==> src/rtl/mem_arb_pkg.sv <==
// Shared types and constants for the unified-memory arbiter.
package mem_arb_pkg;

    typedef enum logic [1:0] {
        ST_IDLE   = 2'd0,
        ST_ACCESS = 2'd1,
        ST_RESP   = 2'd2
    } arb_state_t;

    localparam logic OWN_IF = 1'b0;
    localparam logic OWN_D  = 1'b1;

    localparam logic [1:0] WORD_ALIGN_MASK = 2'b11;

    function automatic logic is_misaligned(input logic [1:0] addr_lsb);
        return (addr_lsb & WORD_ALIGN_MASK) != 2'b00;
    endfunction

endpackage

==> src/rtl/mem_arbiter_rr_arb2.sv <==
// Two-way round-robin picker: bit 0 is fetch, bit 1 is data.
module rr_arb2 (
    input  logic [1:0] req,
    input  logic       last,
    output logic [1:0] gnt
);

    // last=1 means the data port was served most recently, so fetch wins a tie.
    always_comb begin
        gnt = 2'b00;
        case (req)
            2'b01:   gnt = 2'b01;
            2'b10:   gnt = 2'b10;
            2'b11:   gnt = last ? 2'b01 : 2'b10;
            default: gnt = 2'b00;
        endcase
    end

endmodule

==> src/rtl/mem_arbiter.sv <==
// Shares one instruction/data memory between the fetch and load/store ports,
// running each access over a fixed number of memory cycles.
module mem_arbiter
    import mem_arb_pkg::*;
#(
    parameter int ADDR_W  = 16,
    parameter int DATA_W  = 32,
    parameter int MEM_LAT = 2
) (
    input  logic              clk,
    input  logic              rst,
    input  logic              if_req,
    input  logic [ADDR_W-1:0] if_addr,
    output logic              if_gnt,
    output logic              if_rvalid,
    output logic [DATA_W-1:0] if_rdata,
    output logic              if_err,
    input  logic              d_req,
    input  logic              d_we,
    input  logic [ADDR_W-1:0] d_addr,
    input  logic [DATA_W-1:0] d_wdata,
    output logic              d_gnt,
    output logic              d_rvalid,
    output logic [DATA_W-1:0] d_rdata,
    output logic              d_err,
    output logic [ADDR_W-1:0] mem_a,
    output logic              mem_we,
    output logic [DATA_W-1:0] mem_wd,
    input  logic [DATA_W-1:0] mem_out,
    output logic              busy
);

    localparam logic [3:0] CNT_INIT = 4'(MEM_LAT - 1);

    arb_state_t        state;
    logic              owner;
    logic              last_d;
    logic              lat_we;
    logic [ADDR_W-1:0] lat_addr;
    logic [DATA_W-1:0] lat_wdata;
    logic [3:0]        cnt;
    logic [DATA_W-1:0] if_rdata_q;
    logic [DATA_W-1:0] d_rdata_q;
    logic              if_err_q;
    logic              d_err_q;

    logic [1:0]        pick;
    logic [1:0]        grant;
    logic [ADDR_W-1:0] sel_addr;
    logic              sel_misaligned;

    rr_arb2 u_rr (
        .req  ({d_req, if_req}),
        .last (last_d),
        .gnt  (pick)
    );

    // Grants are held off during reset so every output reads 0 while rst=0.
    assign grant          = (state == ST_IDLE && rst) ? pick : 2'b00;
    assign sel_addr       = grant[1] ? d_addr : if_addr;
    assign sel_misaligned = is_misaligned(sel_addr[1:0]);

    always_ff @(posedge clk or negedge rst) begin
        if (!rst) begin
            state      <= ST_IDLE;
            owner      <= OWN_IF;
            last_d     <= 1'b1;
            lat_we     <= 1'b0;
            lat_addr   <= '0;
            lat_wdata  <= '0;
            cnt        <= '0;
            if_rdata_q <= '0;
            d_rdata_q  <= '0;
            if_err_q   <= 1'b0;
            d_err_q    <= 1'b0;
        end else begin
            case (state)
                ST_IDLE: begin
                    if (grant != 2'b00) begin
                        owner     <= grant[1] ? OWN_D : OWN_IF;
                        last_d    <= grant[1];
                        lat_addr  <= sel_addr;
                        lat_we    <= grant[1] & d_we;
                        lat_wdata <= grant[1] ? d_wdata : '0;
                        cnt       <= CNT_INIT;
                        if (sel_misaligned) begin
                            state <= ST_RESP;
                            if (grant[1]) begin
                                d_err_q   <= 1'b1;
                                d_rdata_q <= '0;
                            end else begin
                                if_err_q   <= 1'b1;
                                if_rdata_q <= '0;
                            end
                        end else begin
                            state <= ST_ACCESS;
                        end
                    end
                end
                ST_ACCESS: begin
                    if (cnt == 4'd0) begin
                        state <= ST_RESP;
                        if (owner == OWN_D) begin
                            d_err_q   <= 1'b0;
                            d_rdata_q <= lat_we ? '0 : mem_out;
                        end else begin
                            if_err_q   <= 1'b0;
                            if_rdata_q <= mem_out;
                        end
                    end else begin
                        cnt <= cnt - 4'd1;
                    end
                end
                ST_RESP: begin
                    state <= ST_IDLE;
                end
                default: begin
                    state <= ST_IDLE;
                end
            endcase
        end
    end

    assign if_gnt    = grant[0];
    assign d_gnt     = grant[1];
    assign if_rvalid = (state == ST_RESP) && (owner == OWN_IF);
    assign d_rvalid  = (state == ST_RESP) && (owner == OWN_D);
    assign if_rdata  = if_rdata_q;
    assign d_rdata   = d_rdata_q;
    assign if_err    = if_err_q;
    assign d_err     = d_err_q;
    assign mem_a     = lat_addr;
    assign mem_wd    = lat_wdata;
    assign mem_we    = (state == ST_ACCESS) && (cnt == 4'd0) && lat_we;
    assign busy      = (state != ST_IDLE);

endmodule

==> config.mk <==
export PLATFORM = sky130hd
export DESIGN_NAME = mem_arbiter
export DESIGN_NICKNAME = d
export VERILOG_FILES = /design/src/rtl/mem_arb_pkg.sv /design/src/rtl/mem_arbiter_rr_arb2.sv /design/src/rtl/mem_arbiter.sv
export SDC_FILE = /design/constraint.sdc
export NUM_CORES = 1
export LEC_CHECK = 0
export CAP_MARGIN = 30
export CORE_ASPECT_RATIO = 1.75
export CORE_MARGIN = 4
export CORE_UTILIZATION = 43
export CTS_CLUSTER_DIAMETER = 60
export DETAILED_ROUTE_END_ITERATION = 10
export GPL_TIMING_DRIVEN = 0
export PLACE_DENSITY = 0.8
export SETUP_SLACK_MARGIN = 0.2
export SLEW_MARGIN = 40
export SYNTH_ARGS = -nofsm -noshare
export SYNTH_HDL_FRONTEND = slang
export SYNTH_SLANG_ARGS = --single-unit
==> constraint.sdc <==
create_clock -name clk -period 2.49 [get_ports clk]
set_clock_uncertainty 0.2 [all_clocks]
set_input_delay 0.498 -clock clk [delete_from_list [all_inputs] [get_ports clk]]
set_output_delay 0.498 -clock clk [all_outputs]
set_load 0.01 [all_outputs]
## Yosys cells after proc, flatten, opt, wreduce, memory -nomap -nowiden

Cells that the tools add are included.

- Register bits: 123
- Input port bits: 101
- Output and inout bits: 120

- $add $sub $neg: 1
- Equal/unequal tests: 13
- Muxes and demuxes: 38
- Bitwise logic cells: 2
- Reductions and logical operators: 16

Operators by type and width:

| kind | count |
|---|---|
| 32-bit 2-to-1 mux | 12 |
| 32-bit case mux with 2 select lines | 2 |
| 16-bit 2-to-1 mux | 1 |
| 2-bit inequality test (second input constant) | 7 |
| 6-bit AND reduction | 2 |
| 1-bit 2-to-1 mux | 11 |
| 2-bit 2-to-1 mux | 5 |
| 4-bit 2-to-1 mux | 2 |
| 4-bit case mux with 2 select lines | 1 |
| 2-bit nonzero test | 4 |
| 2-bit equality test (second input constant) | 3 |
| 2-bit case mux with 3 select lines | 1 |
| 1-bit logical AND | 5 |
| 2-bit by 1-bit equality test with 1-bit output (second input constant) | 2 |
| 4-bit logical NOT | 1 |
| 1-bit case mux with 2 select lines | 2 |
| 2-bit case mux with 2 select lines | 1 |
| 2-bit AND reduction | 2 |
| 4-bit by 1-bit subtractor with 4-bit output (second input constant) | 1 |
| 3-bit AND reduction | 1 |
| 2-bit logical NOT | 1 |
| 2-bit by 1-bit inequality test with 1-bit output (second input constant) | 1 |
| 1-bit AND | 1 |
| 1-bit NOT | 1 |

## Depth between registers and ports, before layout

- Depth in word-level cells: 8
- Gate-level depth with buffers: 9
- Gate-level depth less buffers: 6

## Modules after synthesis

From an unflattened synthesis, not the netlist that was laid out.

- Cell total of the unflattened synthesis: 481
- Area, all modules: 5347.6 um^2

Modules (own cells, without submodules):

| module | times used | cells each | area an instance (um^2) |
|---|---|---|---|
| mem_arbiter | 1 | 478 | 5328.9 |
| rr_arb2 | 1 | 3 | 18.8 |

## Worst setup path after synthesis

OpenSTA, ideal clock, no wires.

- Path type: register -> register
- Start: register cnt[0]
- End: register d_rdata_q[10] (netlist: d_rdata[10])
- Setup time: 0.131 ns
- Data arrival time: 1.889 ns
- Data required time: 2.159 ns
- Path slack: 0.270 ns
- Stages on the path, launching flop included: 8
- Path buffers: 2
- Cells stage by stage: dfrtp_1 -> inv_1 -> ha_1 -> or3b_2 -> a211o_1 -> buf_2 -> buf_2 -> mux2i_1

- Cells in the longest elaborated chain, start to end: 3

Ends and longest elaborated chain:

| what | RTL line | RTL |
|---|---|---|
| start: declaration | mem_arbiter.sv:41 | `logic [3:0] cnt;` |
| start signal: assignment | mem_arbiter.sv:111 | `cnt <= cnt - 4'd1;` |
| 4-bit logical NOT | mem_arbiter.sv:101 | `if (cnt == 4'd0) begin` |
| 2-bit inequality test (no source line) | - |  |
| 6-bit AND reduction (no source line) | - |  |
| end signal: assignment | mem_arbiter.sv:105 | `d_rdata_q <= lat_we ? '0 : mem_out;` |
| end: declaration | mem_arbiter.sv:43 | `logic [DATA_W-1:0] d_rdata_q;` |

Every way passes these cells.
A chain may end at the register's enable or synchronous reset.

## Worst setup path after layout

- Start: register state[0]
- End: register owner

- Cells in the longest elaborated chain, start to end: 5
- Elaborated cells between the ends (all ways): 6
- Classes of those cells: mux: 2; reduce/logical: 4

Ends and longest elaborated chain:

| what | RTL line | RTL |
|---|---|---|
| start: declaration | mem_arbiter.sv:35 | `arb_state_t state;` |
| start signal: assignment | mem_arbiter.sv:65 | `state <= ST_IDLE;` |
| start signal: assignment | mem_arbiter.sv:87 | `state <= ST_RESP;` |
| start signal: assignment | mem_arbiter.sv:96 | `state <= ST_ACCESS;` |
| 2-bit logical NOT * | mem_arbiter.sv:59, mem_arbiter.sv:77 |  |
| 1-bit logical AND | mem_arbiter.sv:59 | `assign grant = (state == ST_IDLE && rst) ? pick : 2'b00;` |
| 2-bit 2-to-1 mux | mem_arbiter.sv:59 |  |
| 2-bit nonzero test | mem_arbiter.sv:79 | `if (grant != 2'b00) begin` |
| 2-bit AND reduction (no source line) | - |  |
| end signal: assignment | mem_arbiter.sv:80 | `owner <= grant[1] ? OWN_D : OWN_IF;` |
| end: declaration | mem_arbiter.sv:36 | `logic owner;` |

Mark *: on every way between the ends. The rest lies on a longest branch, timed or not.

==> summary.md <==
| Metric | Value |
|---|---|
| Crit. Startpoint | `state[0]$_DFFE_PN0P_` |
| CTS tree | `done` |
| Placed Cells | `869` |
| CP Data Required Time | `2580 ps` |
| Status | `complete, no violations` |
| Clk_lat worst skew | `400 ps` |
| Ys flop type | `dfrtp_1` |
| # IOs | `221` |
| Syn nets | `588` |
| Yosys cell types | `40` |
| Worst-margin pin slew | `512 ps` |
| Type of element capturing the critical path | `register` |
| CTS clk-pin slew, worst paths | `50 ps` |
| Gpl congestion | `0.797` |
| Layout cells sized above 1 | `13.4%` |
| HPWL after detailed placement | `11200 um` |
| Die height | `155 um` |
| First-pass GRT wire length | `24800 um` |
| Leakage Power | `4.21 nW` |
| DR pass1 iterations | `5` |
| Area grow syn2layout | `63.2%` |
| Max Freq | `408 MHz` |
| Most area-hungry cell type in the Yosys netlist | `dfrtp_1` |
| FF+latch count, synth | `123` |
| Drt initial violations | `186` |
| Clk sinks | `123` |
| Yosys warns | `0` |
| Initial antenna violation count | `0` |
| Overall routed net length | `15900 um` |
| Vias post-DR | `4600` |
| Cts bufs inserted | `17` |
| Maximum clock path buffer count | `2` |
| Clk Tree Root Cell | `clkbuf_16` |
| Max-cap violation count | `0` |
| Final slew viol count | `0` |
| Sequential share of the synthesized area | `57.7%` |
| Fillers | `882` |
| Yosys top cell area share | `57.2%` |
| Die footprint | `14300 um2` |
| Drt via density | `4.95` |
| Syn_area_per_cell | `11.0 um2` |
| Cell Count, Final, Fillers Out | `929` |
| Hold-critical path depth | `2` |
| Nets@finish | `857` |
| Vias in the first global route | `4968` |
| Largest net degree at the start of global routing | `77` |
| Hold Path Class | `input pin to register` |
| WS Path Type | `register to register` |
| CP startpoint kind | `register` |
| Final Hold Vio Count | `0` |
| Antenna Cells | `0` |
| VDD IR-drop max | `723 uV` |
| Input/output buffers | `218` |
| Final Critical Period | `2450 ps` |
| # setup viols final | `0` |
| Routed Antenna Nets | `0` |
| Pwr Density | `1190 nW/um2` |
| Initial Util | `44.2%` |
| Core area | `12100 um2` |
| Cells after synthesis | `485` |
| H-Tree Depth | `4` |
| Total Power | `10.3 mW` |
| Post-synth EDFFs | `0` |
| Critical R2R Launch | `state[0]$_DFFE_PN0P_` |
| Ys async rst share | `100%` |
| Core Rows | `53` |
| Worst Setup EP | `owner$_DFFE_PN0P_` |
| RSZ-0062 raised after global routing | `true` |
| Tot GR Track Use | `22.2%` |
| Rel. slew slack | `65.8%` |
| Post-Syn Area | `5340 um2` |
| Die Width | `92.2 um` |
| Final period utilization | `98.5%` |
| WP data arrival | `2550 ps` |
| Worst reg2reg path endpoint | `owner$_DFFE_PN0P_` |
| R2R cell count | `17` |
| Wire per inst | `17.1 um` |
| CP Max Fanout | `5` |
| GRT overflow | `0` |
| Dominant cells by area after synthesis | `dfrtp_1 (57%), mux2i_1 (15%), nand2_1 (6.0%), a22o_1 (5.6%), inv_1 (4.8%)` |
| R2R Setup Slk | `40 ps` |
| DRC viols | `0` |
report_power, final:
| part | leakage, nW | total, mW | internal (mW) | switching [mW] |
|---|---|---|---|---|
| clock | 0.284 | 2.39 | 1.56 | 0.832 |
| sequential | 1.62 | 3.38 | 2.85 | 0.535 |
| combinational | 2.30 | 4.56 | 2.54 | 2.02 |
| total | 4.21 | 10.3 | 6.94 | 3.39 |
registers in the layout, summed over array words and instances (netlist names):
signal	count
d_rdata	32
if_rdata	32
mem_wd	32
mem_a	16
cnt	4
state	2
d_err	1
if_err	1
last_d	1
lat_we	1
owner	1
worst min-delay path by stage:
stage	start	endpoint	slack [ps]
finish	if_req	last_d$_DFFE_PN1P_	210
global route	if_req	last_d$_DFFE_PN1P_	200
CTS	if_req	last_d$_DFFE_PN1P_	160
detailed placement	rst	d_rdata[5]$_DFFE_PN0P_	220
global placement	mem_a[5]$_DFFE_PN0P_	mem_a[5]$_DFFE_PN0P_	260
floorplan	rst	cnt[0]$_DFFE_PN0P_	2
area by class of cell:
| type | instances | area, um2 | area share, % |
|---|---|---|---|
| Inverter | 68 | 258 | 2.96 |
| Timing Repair Buffer | 250 | 2470 | 28.3 |
| Tap cell | 165 | 206 | 2.37 |
| Multi-Input combinational cell | 263 | 1900 | 21.8 |
| Buffer | 31 | 228 | 2.61 |
| Clock inverter | 7 | 91.3 | 1.05 |
| Clock buffer | 22 | 484 | 5.56 |
| Sequential cell | 123 | 3080 | 35.3 |
kinds of logic after synthesis:
| logic type | count (synthesis) | synth area share, % |
|---|---|---|
| compound gates | 69 | 9.68 |
| flops | 123 | 57.7 |
| simple gates | 110 | 8.74 |
| fa+ha+maj | 2 | 0.469 |
| buf+inv | 99 | 8.06 |
| mux | 81 | 15.2 |
| xor+xnor | 1 | 0.164 |
worst max-delay path: stages (launching register included):
cell	delay, ps
dfrtp_1	370
buf_6	130
nor3b_4	240
buf_6	150
nand2_4	50
a21oi_4	130
buf_4	130
buf_4	90
buf_4	90
buf_4	90
buf_4	90
buf_4	90
buf_4	100
buf_4	90
buf_4	90
buf_4	90
buf_4	90
nor2_2	30
cell usage after synthesis, types with 2 or more instances:
cell type / count
nand2_1: 86
inv_1: 68
a211o_1: 2
a21oi_1: 4
dfrtp_1: 122
nand3_1: 2
ha_1: 2
buf_6: 5
buf_4: 2
a31oi_1: 3
o21ai_0: 15
nor2_1: 9
o21a_1: 2
clkbuf_1: 13
buf_2: 10
mux2i_1: 80
a22o_1: 34
nor4_1: 2
a21o_1: 2
nor3b_1: 2
per-layer routing:
metal,routed length [um],vias to the layer above,global-route usage [%]
li1,-,2127,-
met1,5560,2236,23.0
met2,8720,188,40.8
met3,1080,49,6.82
met4,514,0,9.21
met5,0,-,0
per-stage QoR:
step | TNS (ps) | hold slack [ps] | utilization [%] | worst slack (ps) | instance area (um2)
3_5_place_dp | -11670 | 224 | 64.3 | -900 | 7760
2_1_floorplan | 0 | 2.41 | - | 270 | 5340
4_1_cts | 0 | 158 | 71.4 | 67.9 | 8620
3_3_place_gp | -1034960 | 262 | 64.0 | -5270 | 7730
6_report | 0 | 210 | 72.2 | 36.2 | 8710
5_1_grt | -39.4 | 203 | 72.2 | -20.7 | 8710
repair_timing:
action | in CTS | in global routing
hold buffers | 2 | 0
hold endpoints to repair | 46 | 0
setup buffers | 22 | 7
pin swaps | 2 | 3
resized for setup | 44 | 17
setup endpoints to repair | 67 | 65
layout by cell type, fill, tap and decap left out, types with 2 or more instances in the layout:
cell             instances
a31oi_1                  3
inv_1                   65
clkbuf_16               17
clkbuf_1                14
a211o_1                  2
buf_16                   2
clkdlybuf4s50_1        211
inv_2                    2
clkinv_2                 3
nand2_1                 85
bufinv_16                2
buf_6                   14
a22o_1                  34
clkbuf_2                 3
buf_2                    4
o21ai_0                 15
clkbuf_8                 4
dfrtp_1                122
mux2i_1                 80
buf_12                   2
o21a_1                   2
nor2_1                   7
buf_4                   30
nor3b_4                  2
a21o_1                   2
a21oi_1                  3
nor2_2                   2
(Power assumes the default switching activity.)
